[src/rtl/ahbl_ram_march_master.sv]
// ---------------------------------------------------------------------------
// ahbl_ram_march_master
//
// AHB-Lite master that runs a March C- self-test over a word-addressed SRAM
// slave. Transfers are single NONSEQ words issued back to back with no IDLE
// cycles between march elements. Every read is checked against the pattern
// that should be stored at that point of the march.
//
// Sequence over N = 2^(AW-2) words, addr = BASE + 4*a:
//   M0  a ascending   : write P
//   M1  a ascending   : read P, then write ~P
//   M2  a descending  : read ~P, then write P
//   M3  a ascending   : read P
//
// Ports
//   HCLK, HRESETn   bus clock, asynchronous active-low reset
//   start           one-cycle launch pulse, honoured only in IDLE or DONE
//   busy            test in progress (M0..DRAIN)
//   done            level, test finished; cleared by the next accepted start
//   pass            done and no mismatching read
//   fail_addr       HADDR of the first mismatching read (0 if none)
//   err_cnt         saturating count of mismatching reads
//   HADDR/HTRANS/HWRITE/HSIZE  address phase outputs
//   HWDATA          write data for the current write data phase
//   HRDATA          read data for the current read data phase
//   HREADY          bus ready
//   state_dbg       current FSM state encoding, for checkers
//
// Handshake: an address phase (HTRANS=NONSEQ) is accepted at a rising edge
// where HREADY=1; it then becomes the data phase, which completes at the next
// rising edge where HREADY=1. While HREADY=0 both the address phase outputs
// and the data phase (HWDATA, pending read check) hold unchanged.
// ---------------------------------------------------------------------------
module ahbl_ram_march_master #(
  parameter int          AW      = 9,
  parameter logic [31:0] BASE    = 32'h0000_0000,
  parameter logic [31:0] PATTERN = 32'hA5A5_5A5A
) (
  input  logic        HCLK,
  input  logic        HRESETn,
  input  logic        start,
  output logic        busy,
  output logic        done,
  output logic        pass,
  output logic [31:0] fail_addr,
  output logic [15:0] err_cnt,
  output logic [31:0] HADDR,
  output logic [1:0]  HTRANS,
  output logic        HWRITE,
  output logic [2:0]  HSIZE,
  output logic [31:0] HWDATA,
  input  logic [31:0] HRDATA,
  input  logic        HREADY,
  output logic [2:0]  state_dbg
);

  localparam int          IW       = AW - 2;
  localparam logic [IW-1:0] IDX_LAST = {IW{1'b1}};
  localparam logic [IW-1:0] IDX_ZERO = {IW{1'b0}};
  localparam logic [IW-1:0] IDX_ONE  = {{(IW-1){1'b0}}, 1'b1};

  typedef enum logic [2:0] {
    ST_IDLE  = 3'd0,
    ST_M0    = 3'd1,
    ST_M1    = 3'd2,
    ST_M2    = 3'd3,
    ST_M3    = 3'd4,
    ST_DRAIN = 3'd5,
    ST_DONE  = 3'd6
  } state_t;

  // Address phase state: element, word index and read/write half of M1/M2.
  state_t        state_q, state_d;
  logic [IW-1:0] idx_q, idx_d;
  logic          ph_q, ph_d;       // 0: read half, 1: write half (M1/M2)

  // Data phase register.
  logic          dp_valid_q;
  logic          dp_write_q;
  logic [31:0]   dp_data_q;        // write data or expected read data
  logic [31:0]   dp_addr_q;

  logic          issuing;
  logic          ap_write;
  logic [31:0]   ap_data;
  logic          clear_results;
  logic          read_mismatch;

  // -------------------------------------------------------------------------
  // FSM state register
  // -------------------------------------------------------------------------
  always_ff @(posedge HCLK or negedge HRESETn) begin
    if (!HRESETn) begin
      state_q <= ST_IDLE;
      idx_q   <= IDX_ZERO;
      ph_q    <= 1'b0;
    end else begin
      state_q <= state_d;
      idx_q   <= idx_d;
      ph_q    <= ph_d;
    end
  end

  // -------------------------------------------------------------------------
  // Next state and address phase outputs. The state always describes the
  // transfer currently on the address bus, so outputs come straight from it.
  // Element changes are detected on terminal index values, never on wrap.
  // -------------------------------------------------------------------------
  always_comb begin
    state_d       = state_q;
    idx_d         = idx_q;
    ph_d          = ph_q;
    clear_results = 1'b0;
    issuing       = 1'b0;
    ap_write      = 1'b0;
    ap_data       = 32'h0;

    case (state_q)
      ST_IDLE, ST_DONE: begin
        if (start) begin
          state_d       = ST_M0;
          idx_d         = IDX_ZERO;
          ph_d          = 1'b0;
          clear_results = 1'b1;
        end
      end

      ST_M0: begin
        issuing  = 1'b1;
        ap_write = 1'b1;
        ap_data  = PATTERN;
        if (HREADY) begin
          if (idx_q == IDX_LAST) begin
            state_d = ST_M1;
            idx_d   = IDX_ZERO;
          end else begin
            idx_d = idx_q + IDX_ONE;
          end
        end
      end

      ST_M1: begin
        issuing  = 1'b1;
        ap_write = ph_q;
        ap_data  = ph_q ? ~PATTERN : PATTERN;
        if (HREADY) begin
          ph_d = ~ph_q;
          if (ph_q) begin
            if (idx_q == IDX_LAST) begin
              state_d = ST_M2;
              idx_d   = IDX_LAST;
            end else begin
              idx_d = idx_q + IDX_ONE;
            end
          end
        end
      end

      ST_M2: begin
        issuing  = 1'b1;
        ap_write = ph_q;
        ap_data  = ph_q ? PATTERN : ~PATTERN;
        if (HREADY) begin
          ph_d = ~ph_q;
          if (ph_q) begin
            if (idx_q == IDX_ZERO) begin
              state_d = ST_M3;
              idx_d   = IDX_ZERO;
            end else begin
              idx_d = idx_q - IDX_ONE;
            end
          end
        end
      end

      ST_M3: begin
        issuing  = 1'b1;
        ap_data  = PATTERN;
        if (HREADY) begin
          if (idx_q == IDX_LAST) begin
            state_d = ST_DRAIN;
            idx_d   = IDX_ZERO;
          end else begin
            idx_d = idx_q + IDX_ONE;
          end
        end
      end

      ST_DRAIN: begin
        // Wait one full cycle after the last data phase has retired so the
        // final read check is already reflected in err_cnt when done rises.
        if (!dp_valid_q) state_d = ST_DONE;
      end

      default: state_d = ST_IDLE;
    endcase
  end

  assign HTRANS    = issuing ? 2'b10 : 2'b00;
  assign HWRITE    = issuing & ap_write;
  assign HADDR     = issuing ? (BASE + {{(32-AW){1'b0}}, idx_q, 2'b00}) : 32'h0;
  assign HSIZE     = 3'b010;
  assign state_dbg = state_q;

  // -------------------------------------------------------------------------
  // Data phase register: captures the accepted address phase.
  // -------------------------------------------------------------------------
  always_ff @(posedge HCLK or negedge HRESETn) begin
    if (!HRESETn) begin
      dp_valid_q <= 1'b0;
      dp_write_q <= 1'b0;
      dp_data_q  <= 32'h0;
      dp_addr_q  <= 32'h0;
    end else if (HREADY) begin
      dp_valid_q <= issuing;
      dp_write_q <= HWRITE;
      dp_data_q  <= ap_data;
      dp_addr_q  <= HADDR;
    end
  end

  assign HWDATA = (dp_valid_q && dp_write_q) ? dp_data_q : 32'h0;

  // -------------------------------------------------------------------------
  // Result tracking
  // -------------------------------------------------------------------------
  assign read_mismatch = HREADY && dp_valid_q && !dp_write_q && (HRDATA != dp_data_q);

  always_ff @(posedge HCLK or negedge HRESETn) begin
    if (!HRESETn) begin
      err_cnt   <= 16'h0;
      fail_addr <= 32'h0;
    end else if (clear_results) begin
      err_cnt   <= 16'h0;
      fail_addr <= 32'h0;
    end else if (read_mismatch) begin
      if (err_cnt != 16'hFFFF) err_cnt <= err_cnt + 16'd1;
      if (err_cnt == 16'h0)    fail_addr <= dp_addr_q;
    end
  end

  assign busy = (state_q == ST_M0) || (state_q == ST_M1) || (state_q == ST_M2) ||
                (state_q == ST_M3) || (state_q == ST_DRAIN);
  assign done = (state_q == ST_DONE);
  assign pass = done && (err_cnt == 16'h0);

endmodule

[config.mk]
export PLATFORM = sky130hd
export DESIGN_NAME = ahbl_ram_march_master
export DESIGN_NICKNAME = d
export VERILOG_FILES = /design/src/rtl/ahbl_ram_march_master.sv
export SDC_FILE = /design/constraint.sdc
export NUM_CORES = 1
export LEC_CHECK = 0
export CAP_MARGIN = 0
export CORE_MARGIN = 2
export CORE_UTILIZATION = 42
export DETAILED_ROUTE_END_ITERATION = 8
export PLACE_DENSITY = 0.87
export SLEW_MARGIN = 20
export SYNTH_ARGS = -nofsm -noshare
export SYNTH_HDL_FRONTEND = slang
export SYNTH_SLANG_ARGS = --single-unit
[constraint.sdc]
create_clock -name HCLK -period 3.15 [get_ports HCLK]
set_clock_uncertainty 0.2 [all_clocks]
set_input_delay 0.63 -clock HCLK [delete_from_list [all_inputs] [get_ports HCLK]]
set_output_delay 0.63 -clock HCLK [all_outputs]
set_load 0.05 [all_outputs]
* After elaboration in Yosys (flattened, before gate mapping)
Cells that the tools add are included.
Storage, ports and cells: flip-flop bits (word level) 125, bits of input ports 36, output and inout bits 124, logic and storage cells 106
Cells by class: add/sub/neg operators 3, equality and inequality tests 23, mux-type cells 42, bitwise operators 2, reduce and logical (&&, ||, !) cells 27
Operator list (count):
- 32-bit 2-to-1 mux | 6
- 32-bit one-hot mux with 3 select lines | 1
- 7-bit 2-to-1 mux | 9
- 16-bit 2-to-1 mux | 3
- 3-bit 2-to-1 mux | 12
- 32-bit != test | 1
- 7-bit one-hot mux with 4 select lines | 1
- 2-bit != test (second input constant) | 12
- 3-bit one-hot mux with 6 select lines | 1
- 16-bit by 1-bit adder with 16-bit output (second input constant) | 1
- 16-bit zero test | 1
- 16-bit != test (second input constant) | 1
- 12-bit AND reduction | 1
- 3-bit equality test (second input constant) | 3
- 9-bit 2-to-1 mux | 1
- 2-bit nonzero test | 4
- 7-bit by 1-bit adder with 7-bit output (second input constant) | 1
- 7-bit equality test (second input constant) | 1
- 7-bit zero test | 1
- 7-bit AND reduction | 1
- 7-bit by 1-bit subtractor with 7-bit output (second input constant) | 1
- 3-bit by 2-bit equality test with 1-bit output (second input constant) | 2
- 2-bit OR reduction | 3
- 1-bit logical AND | 5
- 14 further kinds | 24

* Logic depth before layout (Yosys ltp)
word-level depth 5, mapped depth 9, mapped depth without buffers 7

* Worst setup path before layout
Ideal clock, no wire load.
path kind reg2out, start point register state_q[1], in the netlist state_dbg[1], end point output pass, arrival time 2.914 ns, required time 2.320 ns, slack -0.594 ns, cell stages (with the launch flop) 5, cells stage by stage dfrtp_1 > buf_2 > buf_1 > inv_1 > nor4_1
On the way: cells in the longest elaborated chain, start to end 2
Ends and longest elaborated chain:
- start, declared | line 73 | state_t state_q, state_d;
- start signal, assigned | line 98 | state_q <= state_d;
- 3-bit equality test | line 244 | assign done = (state_q == ST_DONE);
- 1-bit logical AND | line 245 | assign pass = done && (err_cnt == 16'h0);
- end, declared | line 44 | output logic pass,
No other way between the ends.

==> metrics <==
outcome=finished clean; crit-path cells=and3_1, clkdlybuf4s50_1; Critical Path End Type=output pin; RePlAce Congestion=0.916; Unique masters post-synth=65; Slew @ Worst Pin=0.734 ns; Max IR drop VDD=0.000443 V; clock network fraction of total power=11.3%; largest family of logic cells by synthesized area=simple AND/OR/NAND/NOR gates; Hold Fails Final Rpt=0; Setup WS post-layout=0.0753 ns; CTS root buf=clkbuf_8; Starting Density=43.5%; Core Area=8810 sq um; Setup TNS Final=0 ns; asr flop ratio synth=100%; top post-synthesis cells by area=dfrtp_1 (29%), buf_4 (17%), mux2i_1 (5.0%), nand2_1 (4.0%), or4_1 (3.1%); Num CTS Buffers=5; hpwl dp=7320 microns; Post-Synth XOR/XNOR Area=1.37%; Switch Pwr=0.00194 W; #FFs+latches synth=45; Synth warnings=0; CTS sink cnt=45; Reg2Reg Setup Slack=0.46 ns; vias in the first global route=3240; Finished Cell Area=4740 sq um; cell count after placement=616; PwrDens=751 nW/um^2; Setup CP Type=flip-flop to output pin; synthesized area=3830 sq um; Clock Pin Slew Worst Setup and Hold Paths=0.10 ns; Final Setup Violations=0; Min-Delay Path Class=input pin to asynchronous set/reset pin; Static Leak=2.25 nW; CTS tree=yes; Reg2Reg Capture Point=idx_q[4]$_DFFE_PN0P_; EDFF count, synth=0; row count=34; dominant synthesized flop cell=dfrtp_1; syn avg cell area=8.62 sq um; Seq/Total Area, Yosys=29.4%; drt pass-1 iters=4; sw frac=54.6%; Longest Clk Path Bufs=2; R2R depth=7; CP max FO=16; post-route DRC violation count=0; Max stage delay on crit path=0.89 ns; worst slack at placement=0.0811 ns; Design Power=0.00356 W; Crit path required time=2.32 ns; Ports=160; first-pass GRT wire length=15500 microns; number of diodes=0; Die Span Y=99.6 microns; filler-free cell count of the finished design=624; post-synthesis simple-gate area fraction=22.7%; crit path launch type=flip-flop; Cell Area, Placed=4590 sq um; post-synthesis mux area share=7.60%; internal power=0.00162 W; antenna violations before repair=0; slowest cell on the critical path=clkdlybuf4s50_1; Port-buffer cells=105; largest net degree at the start of global routing=46; Pins Over Slew Limit=0; GRT Total Usage=18.7%; Max Clk Rate=0.325 GHz; top cell type's share of synthesized area=29.4%; Via-to-Cell Ratio=5.54; Die Area=9910 sq um; wire length per cell=15.5 microns; H-Tree Level Count=2; Yosys top cell by area=dfrtp_1; Final #Nets=558; Post-Syn Instances=445; clk_lat worst skew=0.31 ns; total wire length=9640 microns; complex-gate fraction of the synthesized area=15.5%; Max-cap violations=0; Detail Route Antenna Nets=0; combinational share of power=64.6%; Tmin final=3.07 ns; vias after detailed routing=3457; fraction of layout instances using a drive strength above 1=12.6%; area delta synth->final=23.7%; Synth Area in Adders=2.28%; WP data arrival=2.24 ns; Final Cycle Share=97.6%; die width=99.6 microns; Crit Reg-Reg Startpoint=state_dbg[2]$_DFFE_PN0P_; max_slew headroom=50.8%; Seq pwr share=24.1%; Detailed Route Iter0 Violations=216; grt total ovfl=0
==> kinds of logic (layout without fill, tap and decap cells) <==
logic type / count (synthesis) / after routing
AND/OR/NAND/NOR: 160 / 160
other: 2 / 54
buffers and inverters: 115 / 134
adder cells (fa/ha/maj): 7 / 7
AO/OA/AOI/OAI: 82 / 82
multiplexers: 28 / 28
flip-flops: 45 / 45
XOR/XNOR: 6 / 6
==> final cells by class <==
type	count	area, sq um
timing repair buffer	116	1240
clock buffer	5	68.8
clock inverter	3	28.8
sequential	45	1130
tap	108	135
inverter	10	37.5
multi-input combinational	337	2110
fill	814	4060
==> worst max path at each step <==
stage	endpoint	start
after floorplan	pass	state_dbg[1]$_DFFE_PN0P_
after global placement	err_cnt[7]$_DFFE_PN0P_	HREADY
after detailed placement	err_cnt[9]$_DFFE_PN0P_	HREADY
after CTS	HWDATA[16]	dp_data_q[29]$_DFFE_PN0P_
after global routing	HWDATA[6]	dp_data_q[29]$_DFFE_PN0P_
final	HWDATA[14]	dp_data_q[29]$_DFFE_PN0P_
==> worst max-delay path: cells and delay by family (launching register included) <==
kind	cells	cell delay (ns)
buffers and inverters	1	0.89
flip-flops	1	0.58
AND/OR/NAND/NOR	1	0.47
==> registers in the layout (all words and copies together), names as in the netlist <==
| register | flops |
|---|---|
| err_cnt | 16 |
| dp_addr_q | 7 |
| fail_addr | 7 |
| idx_q | 7 |
| state_dbg | 3 |
| dp_data_q | 2 |
| dp_valid_q | 1 |
| dp_write_q | 1 |
| ph_q | 1 |
==> stage by stage <==
step | util (%) | hold slack, ns
2_1_floorplan | - | 0.134
3_5_place_dp | 52.2 | 0.300
3_3_place_gp | 52.2 | 0.294
5_1_grt | 53.9 | 0.152
6_report | 53.9 | 0.108
4_1_cts | 53.3 | 0.324
==> power by group through the flow <==
stage / combinational, W / clock [W] / sequential, W
after global routing: 0.00244 / 0.000438 / 0.000877
after detailed placement: 0.00230 / 0 / 0.000867
after CTS: 0.00230 / 0.000416 / 0.000858
after floorplan: 0.00174 / 0 / 0.000877
final: 0.00230 / 0.000403 / 0.000858
after global placement: 0.00224 / 0 / 0.000858
==> cell usage in the layout, fill, tap and decap left out, types with 3 or more instances in the layout <==
cell type,n
nand3_1,15
dlymetal6s2s_1,19
o41ai_1,4
nor2_1,18
inv_1,10
a21oi_1,16
buf_12,7
o31ai_1,4
nand2_1,41
or4b_2,3
nor3_1,10
o22ai_1,5
nor3b_1,3
dfrtp_1,45
xnor2_1,5
mux2i_1,19
ha_1,7
and3_1,8
or3_1,12
nand4_1,13
or4_1,16
a21oi_2,6
conb_1,54
o21ai_0,9
clkdlybuf4s50_1,73
and2_1,5
o21ai_2,6
buf_4,17
clkbuf_8,5
mux2_2,9
o211ai_1,3
==> Yosys cell counts, drive strengths merged (2+ instances only) <==
cell    instances
nand3          15
xnor2           5
or4            16
o21a            2
a21boi          2
o31ai           4
a311o           2
buf           100
nor2           19
a21o            2
nor3           12
o41ai           4
and3            8
conb            2
or2             3
inv            10
or3            12
o211ai          3
and2            5
o21ai          17
mux2            9
mux2i          19
a221oi          2
ha              7
o22ai           5
a31oi           2
clkbuf          5
nand2          41
a21oi          22
nand3b          2
or4b            3
nor3b           3
o221ai          2
nor4            3
nand4          13
or3b            2
dfrtp          45
==> per-layer routing <==
| metal | track usage (%) | up-vias | part of all wire (%) |
|---|---|---|---|
| met1 | 23.3 | 1648 | 41 |
| li1 | - | 1622 | - |
| met4 | 5.90 | 0 | 1.8 |
| met3 | 3.65 | 19 | 7.4 |
| met5 | 0 | - | 0 |
| met2 | 32.6 | 168 | 50 |
==> repair_timing <==
item                       CTS  global route
setup endpoints to repair    0            32
hold buffers                 0             0
buffers inserted             0             0
gates resized for setup      0            19
Note: power is estimated with default switching activity, not from simulation.
